[src/rtl/chimera_clu_iso_ctrl.sv]
// Purpose : per-cluster isolate / clock-gate / reset sequencer, one independent FSM per cluster.
// Latency : outputs are registered from the next state, so they follow the state register with no added lag.
// Backpressure: ISO_REQ and RELEASE wait on isolated_i. With CHIMERA_ISO_TIMEOUT_EN defined, the wait is bounded by TimeoutCycles.
//
// Ports:
//   clk_i            SoC clock; every register samples on its rising edge.
//   rst_i            async active-high reset. Puts every FSM in RUN with the cluster reset asserted.
//   power_down_req_i level request to isolate and clock-gate cluster i.
//   reset_req_i      single-cycle pulse requesting an isolate/reset/release cycle.
//   isolated_i       isolation acknowledge from the cluster domain.
//   isolate_o        isolation request to the cluster domain.
//   clk_en_o         cluster clock enable.
//   cluster_rst_no   cluster reset, active-low.
//   busy_o           high whenever the FSM is not in RUN.
//   timeout_o        sticky handshake-timeout flag. It is tied 0 unless CHIMERA_ISO_TIMEOUT_EN is defined.
//
// Optional feature: define CHIMERA_ISO_TIMEOUT_EN to bound the ISO_REQ/RELEASE handshakes.
module chimera_clu_iso_ctrl #(
  parameter int unsigned NumClusters   = 5,
  parameter int unsigned RstHoldCycles = 16,
  parameter int unsigned TimeoutCycles = 1024
) (
  input  logic                   clk_i,
  input  logic                   rst_i,
  input  logic [NumClusters-1:0] power_down_req_i,
  input  logic [NumClusters-1:0] reset_req_i,
  input  logic [NumClusters-1:0] isolated_i,
  output logic [NumClusters-1:0] isolate_o,
  output logic [NumClusters-1:0] clk_en_o,
  output logic [NumClusters-1:0] cluster_rst_no,
  output logic [NumClusters-1:0] busy_o,
  output logic [NumClusters-1:0] timeout_o
);

  typedef enum logic [2:0] {
    RUN      = 3'd0,
    ISO_REQ  = 3'd1,
    ISOLATED = 3'd2,
    RST_HOLD = 3'd3,
    RELEASE  = 3'd4
  } state_e;

  // The hold counter counts down to zero, so the cluster sees exactly RstHoldCycles cycles in RST_HOLD.
  localparam logic [7:0] HoldLoad = 8'(RstHoldCycles - 1);

`ifdef CHIMERA_ISO_TIMEOUT_EN
  localparam logic [15:0] HsLast = 16'(TimeoutCycles - 1);
`endif

  for (genvar g = 0; g < NumClusters; g++) begin : g_cl
    state_e     state_q, state_d;
    logic       pend_q, pend_d;
    logic [7:0] hold_q, hold_d;
    logic       iso_q, iso_d;
    logic       clk_en_q, clk_en_d;
    logic       rst_n_q, rst_n_d;
    logic       busy_q, busy_d;
`ifdef CHIMERA_ISO_TIMEOUT_EN
    logic [15:0] hs_q, hs_d;
    logic        to_q, to_d;
`endif

    always_comb begin
      state_d = state_q;
      pend_d  = pend_q;
      hold_d  = hold_q;
`ifdef CHIMERA_ISO_TIMEOUT_EN
      hs_d    = hs_q;
      to_d    = to_q;
`endif

      // The reset request is only latched before the reset has actually been applied.
      if ((state_q == RUN || state_q == ISO_REQ || state_q == ISOLATED) && reset_req_i[g]) begin
        pend_d = 1'b1;
      end

      unique case (state_q)
        RUN: begin
          if (power_down_req_i[g] || reset_req_i[g]) state_d = ISO_REQ;
        end
        ISO_REQ: begin
          // Dropping power_down_req_i here does not abort the sequence.
          // Only the acknowledge, or the timeout, moves the FSM on.
          if (isolated_i[g]) begin
            state_d = ISOLATED;
`ifdef CHIMERA_ISO_TIMEOUT_EN
          end else if (hs_q == HsLast) begin
            state_d = ISOLATED;
            to_d    = 1'b1;
          end else begin
            hs_d = hs_q + 16'd1;
`endif
          end
        end
        ISOLATED: begin
          // A reset pulse in this same cycle counts, so RST_HOLD follows immediately.
          if (pend_q || reset_req_i[g] || !power_down_req_i[g]) state_d = RST_HOLD;
        end
        RST_HOLD: begin
          if (hold_q == 8'd0) state_d = RELEASE;
          else                hold_d  = hold_q - 8'd1;
        end
        RELEASE: begin
          if (!isolated_i[g]) begin
            state_d = RUN;
`ifdef CHIMERA_ISO_TIMEOUT_EN
          end else if (hs_q == HsLast) begin
            state_d = RUN;
            to_d    = 1'b1;
          end else begin
            hs_d = hs_q + 16'd1;
`endif
          end
        end
        default: state_d = RUN;
      endcase

      // Entry actions.
      if (state_d != state_q) begin
        case (state_d)
          RST_HOLD: begin
            hold_d = HoldLoad;
            pend_d = 1'b0;
          end
`ifdef CHIMERA_ISO_TIMEOUT_EN
          ISO_REQ, RELEASE: hs_d = 16'd0;
`endif
          default: ;
        endcase
      end

      // Outputs are decoded from the next state and then registered.
      iso_d    = 1'b0;
      clk_en_d = 1'b1;
      rst_n_d  = 1'b1;
      busy_d   = (state_d != RUN);
      case (state_d)
        ISO_REQ:  iso_d = 1'b1;
        ISOLATED: begin
          iso_d    = 1'b1;
          clk_en_d = 1'b0;
        end
        RST_HOLD: begin
          iso_d   = 1'b1;
          rst_n_d = 1'b0;
        end
        default: ;
      endcase
    end

    always_ff @(posedge clk_i or posedge rst_i) begin
      if (rst_i) begin
        state_q  <= RUN;
        pend_q   <= 1'b0;
        hold_q   <= 8'd0;
        iso_q    <= 1'b0;
        clk_en_q <= 1'b1;
        rst_n_q  <= 1'b0;
        busy_q   <= 1'b0;
`ifdef CHIMERA_ISO_TIMEOUT_EN
        hs_q     <= 16'd0;
        to_q     <= 1'b0;
`endif
      end else begin
        state_q  <= state_d;
        pend_q   <= pend_d;
        hold_q   <= hold_d;
        iso_q    <= iso_d;
        clk_en_q <= clk_en_d;
        rst_n_q  <= rst_n_d;
        busy_q   <= busy_d;
`ifdef CHIMERA_ISO_TIMEOUT_EN
        hs_q     <= hs_d;
        to_q     <= to_d;
`endif
      end
    end

    assign isolate_o[g]      = iso_q;
    assign clk_en_o[g]       = clk_en_q;
    assign cluster_rst_no[g] = rst_n_q;
    assign busy_o[g]         = busy_q;
`ifdef CHIMERA_ISO_TIMEOUT_EN
    assign timeout_o[g]      = to_q;
`else
    assign timeout_o[g]      = 1'b0;
`endif
  end

endmodule

[config.mk]
export PLATFORM = sky130hd
export DESIGN_NAME = chimera_clu_iso_ctrl
export DESIGN_NICKNAME = d
export VERILOG_FILES = /design/src/rtl/chimera_clu_iso_ctrl.sv
export SDC_FILE = /design/constraint.sdc
export NUM_CORES = 1
export LEC_CHECK = 0
export ABC_AREA = 0
export CAP_MARGIN = 20
export CORE_MARGIN = 2
export CORE_UTILIZATION = 55
export DETAILED_ROUTE_END_ITERATION = 16
export GPL_ROUTABILITY_DRIVEN = 0
export PLACE_DENSITY = 0.85
export SETUP_SLACK_MARGIN = 0.3
export SLEW_MARGIN = 20
export SYNTH_ARGS = -nofsm -noshare
export SYNTH_HDL_FRONTEND = slang
export SYNTH_SLANG_ARGS = --single-unit
[constraint.sdc]
create_clock -name clk_i -period 5.02 [get_ports clk_i]
set_input_delay 1.506 -clock clk_i [delete_from_list [all_inputs] [get_ports clk_i]]
set_output_delay 1.506 -clock clk_i [all_outputs]
set_load 0.03 [all_outputs]
Word level (Yosys, flattened, before mapping)
Cells that the tools add are included.
{"block": "totals", "reg_bits": 80, "out_inout_bits": 25, "wordCells": 215}
{"block": "op_classes", "n_addsub": 5, "n_eq_ne": 40, "n_mux": 80, "n_reduce_logical": 55}
{"op": "8-bit two-way mux", "count": 20}
{"op": "3-bit two-way mux", "count": 25}
{"op": "3-bit one-hot mux with 5 select lines", "count": 5}
{"op": "3-bit by 2-bit == test with 1-bit output (second input constant)", "count": 20}
{"op": "8-bit zero test", "count": 5}
{"op": "8-bit by 1-bit subtractor with 8-bit output (second input constant)", "count": 5}
{"op": "3-bit by 1-bit == test with 1-bit output (second input constant)", "count": 10}
{"op": "1-bit two-way mux", "count": 30}
{"op": "1-bit logical OR", "count": 25}
{"op": "3-bit == test (second input constant)", "count": 5}
{"op": "3-bit zero test", "count": 5}
{"op": "3-bit inequality test", "count": 5}
{"op": "3-bit nonzero test", "count": 5}
{"op": "3-bit OR reduction", "count": 5}
{"op": "1-bit logical AND", "count": 5}
{"op": "1-bit zero test", "count": 5}

Logic depth before layout (Yosys ltp)
{"block": "logic_depth", "depth_word": 7, "mapped_depth": 6, "depth_no_buf": 6}

Worst setup path after synthesis
Ideal clock, no wire load.
{"block": "synth_path", "path_kind": "input-to-reg", "startpoint": "in reset_req_i[4]", "endpoint": "reg g_cl[4].iso_q", "arrival_time_ns": 2.179, "t_required_ns": 4.855, "path_slack_ns": 2.676, "stages": 2, "n_path_buf": 0, "cell_sequence": "o311ai_0 -> o211ai_1"}
{"block": "synth_via", "elab_chain_cells": 7, "elab_cells_between_ends": 11, "classes_between": "3 x eq/ne; 4 x mux; 4 x reduce/logical"}
{"item": "from (decl)", "line": "26", "source": "input logic [NumClusters-1:0] reset_req_i,"}
{"item": "1-bit logical OR (2 in a row)", "line": "97", "source": "if (pend_q || reset_req_i[g] || !power_down_req_i[g]) state_d = RST_HOLD;"}
{"item": "3-bit two-way mux", "line": "97"}
{"item": "3-bit one-hot mux with 5 select lines (*)", "line": "77", "source": "unique case (state_q)"}
{"item": "3-bit by 2-bit == test with 1-bit output / 3-bit by 1-bit == test with 1-bit output (equally long branches)", "line": "137", "source": "case (state_d)"}
{"item": "3-bit OR reduction (no line) (*)"}
{"item": "1-bit two-way mux (*)", "line": "137"}
{"item": "named net g_cl[4].iso_d", "line": "54", "source": "logic iso_q, iso_d;"}
{"item": "to (signal assigned)", "line": "168", "source": "iso_q <= iso_d;"}
{"item": "to (decl)", "line": "54"}
Mark *: on every way through the listed nets, which the timed path passes. The rest lies on a longest branch.

Final worst setup path
{"block": "layout_path", "startpoint": "reg g_cl[4].clk_en_q", "endpoint": "out clk_en_o[4]"}
{"item": "from (decl)", "line": "55", "source": "logic clk_en_q, clk_en_d;"}
{"item": "from (signal assigned)", "line": "169", "source": "clk_en_q <= clk_en_d;"}
{"item": "to (decl)", "line": "29", "source": "output logic [NumClusters-1:0] clk_en_o,"}
No word-level cell between the ends.

==> impl_metrics.tcl <==
set metrics [dict create \
    p_int_uw 1680 \
    path_buf_inv 1 \
    cts_buffers 9 \
    portBuffers 36 \
    core_area_um2 7330 \
    syn_to_final_growth_pct 12.4 \
    finalHoldViolCount 0 \
    root_buffer "clkbuf_8" \
    critPathRequiredTime_ns 3.51 \
    io_pins 42 \
    synthArstFlopShare_pct 100 \
    power_frac_seq_pct 39.5 \
    path_delay_family "buffers and inverters" \
    clockPowerShare_pct 21.0 \
    switchingPower_uw 1120 \
    antenna_cells 0 \
    grt_max_degree 61 \
    drive_gt1_share_pct 11.0 \
    cts-resized-gates 0 \
    p_leak_uw 0.00198 \
    hp-class "flop to flop" \
    p_per_area_nw_per_um2 591 \
    cts_hold_buf 0 \
    dpl.cell_count 521 \
    reg2reg_slack_ns 3.27 \
    irDropWorstVdd_mv 0.227 \
    drtIter0Drc 136 \
    setup_violations 0 \
    slowest_delay_ns 0.67 \
    synth_area_per_cell_um2 10.1 \
    critPathMaxFanout 1 \
    synth_cell_types 59 \
    max-cap-violations 0 \
    drc 0 \
    tightestPinTransition_ns 0.769 \
    cp_slowest_cell "clkdlybuf4s50_1" \
    start_util_pct 57.5 \
    syn_inst 418 \
    clock_latency_ns 0.35 \
    max_freq_mhz 327 \
    syn_area_um2 4220 \
    clkSinkCount 80 \
    cts_tree "done" \
    antenna_found_initial 0 \
    rsz0062_at_grt "no" \
    worstPathArrival_ns 1.55 \
    timing.hold.ws_ns 0.558 \
    clkTransAtPathRegs_ns 0.08 \
    wl_um 7860 \
    status "finished, final reports clean" \
    ys_seq_area_share_pct 47.6 \
    grt_pass1_wl_um 13400 \
    drv_slew 0 \
    place_hpwl_um 5590 \
    vias 3014 \
    path_cells "clkdlybuf4s50_1" \
    via_per_inst 5.61 \
    fin_cells 537 \
    synth_edf_count 0 \
    gr-total-overflow 0 \
    period_minus_slack_ns 3.06 \
    fp.dieArea_um2 8380 \
    fin_setup_tns_ns 0 \
    drtPass1Iterations 4 \
    synth_seq_cells 80 \
    grt_pass1_vias 2932 \
    die_w_um 91.5 \
    cp-start-kind "flop" \
    yosys_warnings 0 \
    ys.flop_type "dfrtp_1" \
    slew_headroom_pct 48.1 \
    fp.dieH_um 91.5 \
    wl_per_cell_um 14.6 \
    ant_nets 0 \
    crit_type "flop to output port" \
    fin_skew_ns 0.00695 \
    std_cell_rows 31 \
    h-tree-depth 3 \
    postCtsSetupBuffers 0 \
    worstSetupEndpointType "output port" \
    power_frac_comb_pct 39.5 \
    clockBufferDepth 2 \
    switching_share_pct 40.1 \
    track_usage_pct 19.8 \
    nets 460 \
    fin_crit_sh_pct 61.0 \
]
[power by group through the flow]
stage                     registers (uW)  logic (uW)  clock network (uW)
final                               1110        1110                 588
after global placement              1100        1040                   0
after CTS                           1100        1110                 593
after global routing                1140        1220                 623
after detailed placement            1110        1100                   0
after floorplan                     1020         949                   0
[Yosys cell counts (all sizes together), types with 2 or more instances]
library cell	instances	area share, %
a311oi	3	1.1
dfrtp	75	45
or4	2	0.45
buf	30	5.0
a31oi	4	0.59
and3	5	0.74
a211o	4	0.83
nand3	19	2.3
or2	2	0.30
a2bb2oi	2	0.42
o31ai	2	0.36
nor3	17	2.3
nor4	7	2.0
dfstp	5	3.1
or3	2	0.30
o22ai	2	0.30
nand2b	19	2.8
o211ai	3	0.53
clkbuf	7	0.62
o21bai	2	0.36
nor2	39	3.5
nand3b	6	1.4
nor4b	2	0.92
a2111o	2	0.53
nand2	26	2.3
nor3b	3	0.53
a21oi	18	2.1
xnor2	10	2.1
a2111oi	2	0.42
inv	22	2.0
nand4b	7	1.5
ha	10	3.0
a211oi	3	0.77
o21ai	19	2.3
mux2	3	0.80
xor2	19	3.9
and3b	5	1.0
[kinds of logic (layout without fill, tap and decap cells)]
group	after synthesis	after routing	share of synthesized area [%]
and+or+nand+nor	164	164	23.0
DFF	80	80	47.6
AOI/OAI and AO/OA	71	71	11.6
buffers and inverters	59	75	7.63
xor gates and xnor gates	29	29	6.03
adders and majority gates	10	10	2.97
muxes	4	4	1.04
other	1	5	0.0890
[layout by cell type, fill, tap and decap left out, drive strengths merged, types with 17 or more instances in the layout]
cell type / n
clkdlybuf4s50: 36
nor2: 39
xor2: 19
nand2: 26
nand3: 19
dfrtp: 75
inv: 23
o21ai: 19
nand2b: 19
a21oi: 18
nor3: 17
[final cells by class]
class | count | area (um2)
Clock buffer | 10 | 138
Tap cell | 99 | 124
Sequential cell | 80 | 2010
Timing Repair Buffer | 37 | 368
Clock inverter | 6 | 115
Multi-Input combinational cell | 283 | 1900
Fill cell | 560 | 2590
Inverter | 22 | 85.1
[path summary, 6_finish.rpt]
kind	from	to	cells after the start
setup reg to reg	g_cl[4].hold_q[0]	g_cl[4].iso_q	6
min in group asynchronous	rst_i	g_cl[3].hold_q[2]	2
hold reg to reg	g_cl[4].pend_q	g_cl[4].pend_q	2
hold / removal	g_cl[4].pend_q	g_cl[4].pend_q	2
setup / recovery	g_cl[4].clk_en_q	clk_en_o[4]	1
max in group asynchronous	rst_i	g_cl[2].clk_en_q	3
[stage by stage]
step	util, %	worst slack (ns)	area [um2]	power (uW)
floorplan	-	1.47	4230	1970
global placement	61.2	2.06	4480	2140
detailed placement	61.2	1.97	4480	2210
CTS	64.6	1.94	4740	2800
global route	64.6	1.93	4740	2990
finish	64.6	1.96	4740	2800
[sequential cells by signal, indices dropped and copies added (netlist names)]
| signal | count |
|---|---|
| g_cl.busy_q | 5 |
| g_cl.clk_en_q | 5 |
| g_cl.hold_q | 40 |
| g_cl.iso_q | 5 |
| g_cl.pend_q | 5 |
| g_cl.rst_n_q | 5 |
| g_cl.state_q | 15 |
[layer usage]
layer	wire length, um	share of wire [%]	vias up	GRT usage, %
met5	0	0	-	0
met2	3910	50	66	32.3
met1	3570	45	1479	26.2
li1	-	-	1461	-
met3	280	3.6	8	3.98
met4	106	1.3	0	7.58
No activity file was read; power rests on OpenSTA's default activity.
